### config.mk
export PLATFORM = sky130hd
export DESIGN_NAME = hp_bar_anim
export DESIGN_NICKNAME = d
export VERILOG_FILES = /design/src/rtl/hp_bar_pkg.sv /design/src/rtl/hp_bar_chan.sv /design/src/rtl/hp_bar_anim.sv
export SDC_FILE = /design/constraint.sdc
export NUM_CORES = 1
export LEC_CHECK = 0
export CORE_MARGIN = 1
export CORE_UTILIZATION = 55
export CTS_CLUSTER_DIAMETER = 200
export DETAILED_ROUTE_END_ITERATION = 10
export PLACE_DENSITY_LB_ADDON = 0.08
export REMOVE_ABC_BUFFERS = 1
export SKIP_CTS_REPAIR_TIMING = 1
export SLEW_MARGIN = 20
export SYNTH_ARGS = -nofsm -noshare
export SYNTH_HDL_FRONTEND = slang
export SYNTH_SLANG_ARGS = --single-unit
### constraint.sdc
create_clock -name Clk -period 4.71 [get_ports Clk]
set_clock_uncertainty 0.05 [all_clocks]
set_input_delay 0.7065 -clock Clk [delete_from_list [all_inputs] [get_ports Clk]]
set_output_delay 0.7065 -clock Clk [all_outputs]
set_load 0.005 [all_outputs]
### src/rtl/hp_bar_pkg.sv
// Shared types and helpers for the animated HP bar overlay.
package hp_bar_pkg;

    typedef enum logic [1:0] {
        ST_IDLE  = 2'd0,
        ST_HOLD  = 2'd1,
        ST_DRAIN = 2'd2,
        ST_HEAL  = 2'd3
    } bar_state_t;

    // Bits needed to hold 0..hp_max.
    function automatic int hp_width(input int hp_max);
        return $clog2(hp_max + 1);
    endfunction

    // Limit a requested HP value to the bar's maximum.
    function automatic int clamp_hp(input int v, input int hp_max);
        return (v > hp_max) ? hp_max : v;
    endfunction

endpackage

### src/rtl/hp_bar_chan.sv
// Per-bar animation channel: front segment, damage trail, hold/heal timers.
//
// state    | meaning
// ---------+---------------------------------------------------------
// ST_IDLE  | front == target; trail tracks front
// ST_HOLD  | damage taken, trail frozen for HOLD_FRAMES frames
// ST_DRAIN | trail drops one HP per frame until it meets front
// ST_HEAL  | front (and trail) climb one HP every HEAL_DIV frames
module hp_bar_chan
    import hp_bar_pkg::*;
#(
    parameter int HP_MAX      = 20,
    parameter int HPW         = 5,
    parameter int HOLD_FRAMES = 30,
    parameter int HEAL_DIV    = 4
) (
    input  logic           i_clk,
    input  logic           i_reset,
    input  logic           i_tick,
    input  logic [HPW-1:0] i_tgt,
    output logic [HPW-1:0] o_front,
    output logic [HPW-1:0] o_trail,
    output logic           o_busy
);

    localparam int HCW = (HOLD_FRAMES > 1) ? $clog2(HOLD_FRAMES) : 1;
    localparam int HDW = (HEAL_DIV > 1) ? $clog2(HEAL_DIV) : 1;

    bar_state_t     r_state, w_state_nxt;
    logic [HPW-1:0] r_front, w_front_nxt;
    logic [HPW-1:0] r_trail, w_trail_nxt;
    logic [HCW-1:0] r_hold, w_hold_nxt;
    logic [HDW-1:0] r_heal, w_heal_nxt;

    // State and datapath registers.
    always_ff @(posedge i_clk) begin
        if (i_reset) begin
            r_state <= ST_IDLE;
            r_front <= HPW'(HP_MAX);
            r_trail <= HPW'(HP_MAX);
            r_hold  <= '0;
            r_heal  <= '0;
        end else begin
            r_state <= w_state_nxt;
            r_front <= w_front_nxt;
            r_trail <= w_trail_nxt;
            r_hold  <= w_hold_nxt;
            r_heal  <= w_heal_nxt;
        end
    end

    // Next-state rules, applied only on a frame tick; damage always wins.
    always_comb begin
        w_state_nxt = r_state;
        w_front_nxt = r_front;
        w_trail_nxt = r_trail;
        w_hold_nxt  = r_hold;
        w_heal_nxt  = r_heal;
        if (i_tick) begin
            if (i_tgt < r_front) begin
                w_front_nxt = i_tgt;
                w_trail_nxt = (r_trail < r_front) ? r_front : r_trail;
                w_hold_nxt  = HCW'(HOLD_FRAMES - 1);
                w_state_nxt = ST_HOLD;
            end else begin
                unique case (r_state)
                    ST_HOLD: begin
                        if (r_hold == '0) w_state_nxt = ST_DRAIN;
                        else              w_hold_nxt  = r_hold - HCW'(1);
                    end
                    ST_DRAIN: begin
                        if (r_trail > r_front) begin
                            w_trail_nxt = r_trail - HPW'(1);
                            if ((r_trail - HPW'(1)) == r_front) w_state_nxt = ST_IDLE;
                        end else begin
                            w_trail_nxt = r_front;
                            w_state_nxt = ST_IDLE;
                        end
                    end
                    ST_HEAL: begin
                        // Target pulled back to exactly front mid-heal: stop climbing.
                        if (i_tgt == r_front) begin
                            w_state_nxt = ST_IDLE;
                        end else if (r_heal == HDW'(HEAL_DIV - 1)) begin
                            w_heal_nxt  = '0;
                            w_front_nxt = r_front + HPW'(1);
                            w_trail_nxt = r_trail + HPW'(1);
                            if ((r_front + HPW'(1)) == i_tgt) w_state_nxt = ST_IDLE;
                        end else begin
                            w_heal_nxt = r_heal + HDW'(1);
                        end
                    end
                    default: begin
                        if (i_tgt > r_front) begin
                            w_state_nxt = ST_HEAL;
                            w_heal_nxt  = '0;
                        end else begin
                            w_trail_nxt = r_front;
                        end
                    end
                endcase
            end
        end
    end

    assign o_front = r_front;
    assign o_trail = r_trail;
    assign o_busy  = (r_state != ST_IDLE);

endmodule

### src/rtl/hp_bar_anim.sv
// Animated N-bar HP overlay: frame tick detect, per-bar channels, pixel
// classification and one-cycle output registers.
// Optional build macro LOW_HP_BLINK_EN: blinks the front segment of any bar
// at low (non-zero) HP using a 4-bit frame counter.
module hp_bar_anim
    import hp_bar_pkg::*;
#(
    parameter int NUM_BARS    = 2,
    parameter int HP_MAX      = 20,
    parameter int PX_PER_HP   = 10,
    parameter int BAR_LX      = 86,
    parameter int BAR_RX      = 555,
    parameter int BAR_Y0      = 38,
    parameter int BAR_H       = 20,
    parameter int ROW_PITCH   = 30,
    parameter int HOLD_FRAMES = 30,
    parameter int HEAL_DIV    = 4,
    localparam int HPW        = hp_width(HP_MAX)
) (
    input  logic                    Clk,
    input  logic                    Reset,
    input  logic                    frame_clk,
    input  logic                    exist_hp,
    input  logic [9:0]              DrawX,
    input  logic [9:0]              DrawY,
    input  logic [NUM_BARS*HPW-1:0] hp_in,
    output logic [NUM_BARS-1:0]     is_bar,
    output logic [NUM_BARS-1:0]     is_trail,
    output logic [9:0]              bar_col,
    output logic                    anim_busy
);

    logic                r_frame_clk_q;
    logic                w_tick;
    logic [10:0]         w_x, w_y;
    logic [HPW-1:0]      w_tgt   [NUM_BARS];
    logic [HPW-1:0]      w_front [NUM_BARS];
    logic [HPW-1:0]      w_trail [NUM_BARS];
    logic [10:0]         w_col   [NUM_BARS];
    logic [NUM_BARS-1:0] w_busy;
    logic [NUM_BARS-1:0] w_bar_hit;
    logic [NUM_BARS-1:0] w_trail_hit;
    logic [NUM_BARS-1:0] w_blink_ok;
    logic [9:0]          w_col_sel;

    logic [NUM_BARS-1:0] r_is_bar;
    logic [NUM_BARS-1:0] r_is_trail;
    logic [9:0]          r_bar_col;

    assign w_x = {1'b0, DrawX};
    assign w_y = {1'b0, DrawY};

    // Rising edge of the vsync-rate level gives one tick per frame.
    always_ff @(posedge Clk) begin
        if (Reset) r_frame_clk_q <= 1'b0;
        else       r_frame_clk_q <= frame_clk;
    end
    assign w_tick = frame_clk & ~r_frame_clk_q;

`ifdef LOW_HP_BLINK_EN
    logic [3:0] r_blink_cnt;

    // Free-running frame counter; bit 3 gives the 8-on/8-off blink phase.
    always_ff @(posedge Clk) begin
        if (Reset)       r_blink_cnt <= '0;
        else if (w_tick) r_blink_cnt <= r_blink_cnt + 4'd1;
    end
`endif

    for (genvar g = 0; g < NUM_BARS; g++) begin : g_bar
        localparam int ROW_Y = BAR_Y0 + (g / 2) * ROW_PITCH;

        logic        w_in_row;
        logic        w_valid;
        logic [10:0] w_front_px;
        logic [10:0] w_trail_px;

        assign w_tgt[g] = HPW'(clamp_hp(32'(hp_in[g*HPW +: HPW]), HP_MAX));

        hp_bar_chan #(
            .HP_MAX      (HP_MAX),
            .HPW         (HPW),
            .HOLD_FRAMES (HOLD_FRAMES),
            .HEAL_DIV    (HEAL_DIV)
        ) u_chan (
            .i_clk   (Clk),
            .i_reset (Reset),
            .i_tick  (w_tick),
            .i_tgt   (w_tgt[g]),
            .o_front (w_front[g]),
            .o_trail (w_trail[g]),
            .o_busy  (w_busy[g])
        );

        assign w_in_row = (w_y >= 11'(ROW_Y)) && (w_y < 11'(ROW_Y + BAR_H));

        // Range check happens before the subtraction so col never wraps.
        if ((g % 2) == 0) begin : g_even
            assign w_valid  = (w_x >= 11'(BAR_LX));
            assign w_col[g] = w_valid ? (w_x - 11'(BAR_LX)) : 11'd0;
        end else begin : g_odd
            assign w_valid  = (w_x < 11'(BAR_RX));
            assign w_col[g] = w_valid ? (11'(BAR_RX - 1) - w_x) : 11'd0;
        end

        assign w_front_px = 11'(w_front[g]) * 11'(PX_PER_HP);
        assign w_trail_px = 11'(w_trail[g]) * 11'(PX_PER_HP);

`ifdef LOW_HP_BLINK_EN
        assign w_blink_ok[g] = !((w_front[g] <= HPW'(HP_MAX / 4)) && (w_front[g] != '0))
                               || r_blink_cnt[3];
`else
        assign w_blink_ok[g] = 1'b1;
`endif

        assign w_bar_hit[g]   = exist_hp & w_in_row & w_valid
                                & (w_col[g] < w_front_px) & w_blink_ok[g];
        assign w_trail_hit[g] = exist_hp & w_in_row & w_valid
                                & (w_col[g] >= w_front_px) & (w_col[g] < w_trail_px);
    end

    // Lowest-index bar that lights this pixel supplies the column offset.
    always_comb begin
        w_col_sel = '0;
        for (int i = NUM_BARS - 1; i >= 0; i--) begin
            if (w_bar_hit[i] || w_trail_hit[i]) w_col_sel = w_col[i][9:0];
        end
    end

    // One-cycle output register to line up with the sprite-RAM read.
    always_ff @(posedge Clk) begin
        if (Reset) begin
            r_is_bar   <= '0;
            r_is_trail <= '0;
            r_bar_col  <= '0;
        end else begin
            r_is_bar   <= w_bar_hit;
            r_is_trail <= w_trail_hit;
            r_bar_col  <= w_col_sel;
        end
    end

    assign is_bar    = r_is_bar;
    assign is_trail  = r_is_trail;
    assign bar_col   = r_bar_col;
    assign anim_busy = |w_busy;

endmodule

==> impl_metrics.ini <==
[outcome]
status = finished clean

[power]
worst_ir_drop_vdd_mv = 0.205
power.leakage_uw = 0.00271
power-per-cell-area_nw_per_um2 = 271

[worst_hold_path]
hp-class = flip-flop to flip-flop

[logic_synthesis]
async_flop_share = 0
synth_area_per_cell_sq_um = 8.01
synthAdderAreaFrac = 0.226
yosysWarnings = 0
syn-cell-area_sq_um = 5810
synth-main-ff-cell = dfxtp_1
synth_edf_count = 0
synth_seq_area_share = 0.183
synthCells = 726
synthMuxAreaShare = 0.0164
synth_compound_area_frac = 0.247
synth-simple-area-share = 0.184
synth_seq_cells = 53
synth_cell_types = 76
synth_top_family_by_area = compound AO/OA/AOI/OAI gates
synthXorXnorAreaFrac = 0.0859

[clocking]
clock_latency_ns = 0.32
clockBufferDepth = 2
cts_root_buf = clkbuf_8
clock-sinks = 53
cts_htree_levels = 2
numCtsBuffers = 5
clk_pin_slew_worst_paths_ns = 0.11
cts_tree = built

[finish]
multiInputGateArea_sq_um = 4420
fillers = 917
drive_gt1_frac = 0.0692
diodes = 0
nNetsFinal = 900
syn_to_final_growth_pct = 12.4
regArea_sq_um = 1060
stdcell_count = 902

[die]
die_area_sq_um = 11000
dieWidth_um = 105
dieHeight_um = 105
initial_core_util = 0.566
ios = 49
rows = 37
coreArea_sq_um = 10300

[critical_path]
cp.arrival_ns = 4.38
cp-end-kind = flip-flop
required_ns = 4.87
start_kind = input pin
rrSetupSlack_ns = 0.99
crit_fanout = 9
path_class = input pin to flip-flop

[drt]
wl_um = 14500
route.top_layer_used = met4
vias = 5449
drt_iter0_drc = 289
dr_wl_met2_um = 7110
wl_per_cell_um = 16.1
vias_per_cell = 6.04
drc = 0
wl_met1_um = 6480
routed-wl-met3_um = 708
first_pass_iters = 7
final_antenna_net_count = 0

[sta]
timing.final.crit_share = 0.896
hold_viol_final = 0
rsz0062_at_grt = false
finalSetupViolations = 0
finalMaxSlewViolations = 0
worst_pin_slew_ns = 0.918
post-route-min-period_ns = 4.22
clock.fmax_mhz = 237
setup_tns_ns = 0
relSlewSlack = 0.387

[place]
dp.cells = 894
place_hpwl_um = 11300
gp_congestion = 0.898
port_buffers = 47

[global_routing]
grt_usage = 0.270
grt_max_degree = 26
grt-ovfl-total = 0
antenna_found_initial = 0
grt_pass1_vias = 5240
grt_pass1_wl_um = 24600

[job]
drv_cap = 0
[final timing paths]
| path | startpoint | endpoint | depth (start not counted) |
|---|---|---|---|
| max | DrawX[0] | bar_col[2] | 15 |
| min | g_bar[1].u_chan.r_heal[1] | g_bar[1].u_chan.r_heal[1] | 2 |
| max reg2reg | g_bar[0].u_chan.o_front[1] | bar_col[2] | 13 |
| min reg2reg | g_bar[1].u_chan.r_heal[1] | g_bar[1].u_chan.r_heal[1] | 2 |
[placed cells by master, fill, tap and decap left out, types with 4 or more instances in the layout]
cell type | Yosys | routed
a211oi_1 | 4 | 4
ha_1 | 97 | 97
or3_1 | 4 | 4
inv_1 | 50 | 50
and3_1 | 8 | 8
dfxtp_1 | 53 | 53
clkbuf_8 | 0 | 5
clkdlybuf4s50_1 | 0 | 47
nand4b_1 | 5 | 5
buf_4 | 3 | 16
mux2i_1 | 5 | 5
o32ai_1 | 8 | 8
and2_1 | 7 | 7
a22oi_1 | 5 | 5
nand2_1 | 45 | 45
xor2_1 | 21 | 21
nor2_1 | 44 | 44
or2_2 | 4 | 4
nand4_1 | 5 | 5
a21o_1 | 18 | 18
o21a_1 | 13 | 13
a21oi_1 | 52 | 52
xnor2_1 | 36 | 36
o21ai_1 | 5 | 5
nor4_1 | 6 | 6
fa_1 | 4 | 4
nor3_1 | 23 | 23
a31oi_1 | 8 | 8
nor2b_1 | 14 | 14
o21ai_0 | 43 | 43
mux2_2 | 4 | 4
a311oi_1 | 6 | 6
nand3_1 | 29 | 29
o211ai_1 | 6 | 6
o2111ai_1 | 4 | 4
[cells by family after synthesis]
| family | after synthesis |
|---|---|
| fa+ha+maj | 103 |
| xor+xnor | 57 |
| flops | 53 |
| other cells | 1 |
| mux | 9 |
| simple gates | 211 |
| buf+inv | 82 |
| compound gates | 210 |
[through the flow]
stage / hold WS, ns / util / setup slack [ns] / cell area (sq um) / power [uW]
final: 0.414 / 0.636 / 0.490 / 6530 / 1770
after global routing: 0.444 / 0.636 / 0.250 / 6530 / 1920
after CTS: 0.419 / 0.636 / 0.508 / 6530 / 1770
after detailed placement: 0.401 / 0.626 / 0.183 / 6430 / 1470
after global placement: 0.395 / 0.626 / 0.243 / 6430 / 1430
after floorplan: 0.380 / - / 1.21 / 5670 / 1210
[worst max-delay path: stages]
cell and delay [ns]:
clkdlybuf4s50_1 0.57, inv_1 0.18, ha_1 0.16, nand4b_1 0.10
o21ai_1 0.26, nor2_2 0.06, nor2_1 0.21, ha_1 0.29
nor2b_1 0.14, a221oi_1 0.34, maj3_2 0.29, nor2_1 0.05
o31ai_2 0.30, o21ai_1 0.31, o32ai_1 0.42
[sequential cells by signal (all words and copies together) (netlist names)]
| signal | flops |
|---|---|
| bar_col | 10 |
| g_bar.u_chan.r_hold | 10 |
| g_bar.u_chan.o_trail | 10 |
| is_trail | 2 |
| g_bar.u_chan.o_front | 10 |
| g_bar.u_chan.r_heal | 4 |
| r_frame_clk_q | 1 |
| is_bar | 2 |
| g_bar.u_chan.r_state | 4 |
[final cells by class]
type                    instances  share of cell area
clock buffers                   5              0.0105
clock inverters                 3             0.00441
inverters                      51              0.0293
repair buffers                 63              0.0904
well taps                     136              0.0260
flip-flops and latches         53               0.162
multi-input cells             591               0.677
[routing by layer]
layer | up-vias | global-route usage
li1 | 2722 | -
met1 | 2557 | 0.350
met2 | 153 | 0.482
met3 | 17 | 0.0256
met4 | 0 | 0.0614
met5 | - | 0
[Yosys cell counts, types with 13 or more instances]
| cell type | number | area, sq um |
|---|---|---|
| xnor2_1 | 36 | 315 |
| nand3_1 | 29 | 145 |
| clkbuf_1 | 24 | 90.1 |
| xor2_1 | 21 | 184 |
| a21oi_1 | 52 | 260 |
| inv_1 | 50 | 188 |
| ha_1 | 97 | 1210 |
| dfxtp_1 | 53 | 1060 |
| o21a_1 | 13 | 97.6 |
| nor3_1 | 23 | 115 |
| o21ai_0 | 43 | 215 |
| nor2_1 | 44 | 165 |
| nor2b_1 | 14 | 87.6 |
| a21o_1 | 18 | 135 |
| nand2_1 | 45 | 169 |
[power breakdown]
group | leakage (uW) | switching [uW] | internal, uW
clock | 0.0000511 | 186 | 113
combinational | 0.00222 | 513 | 405
sequential | 0.000433 | 66.6 | 485
total | 0.00271 | 766 | 1000
(Power assumes the default switching activity.)
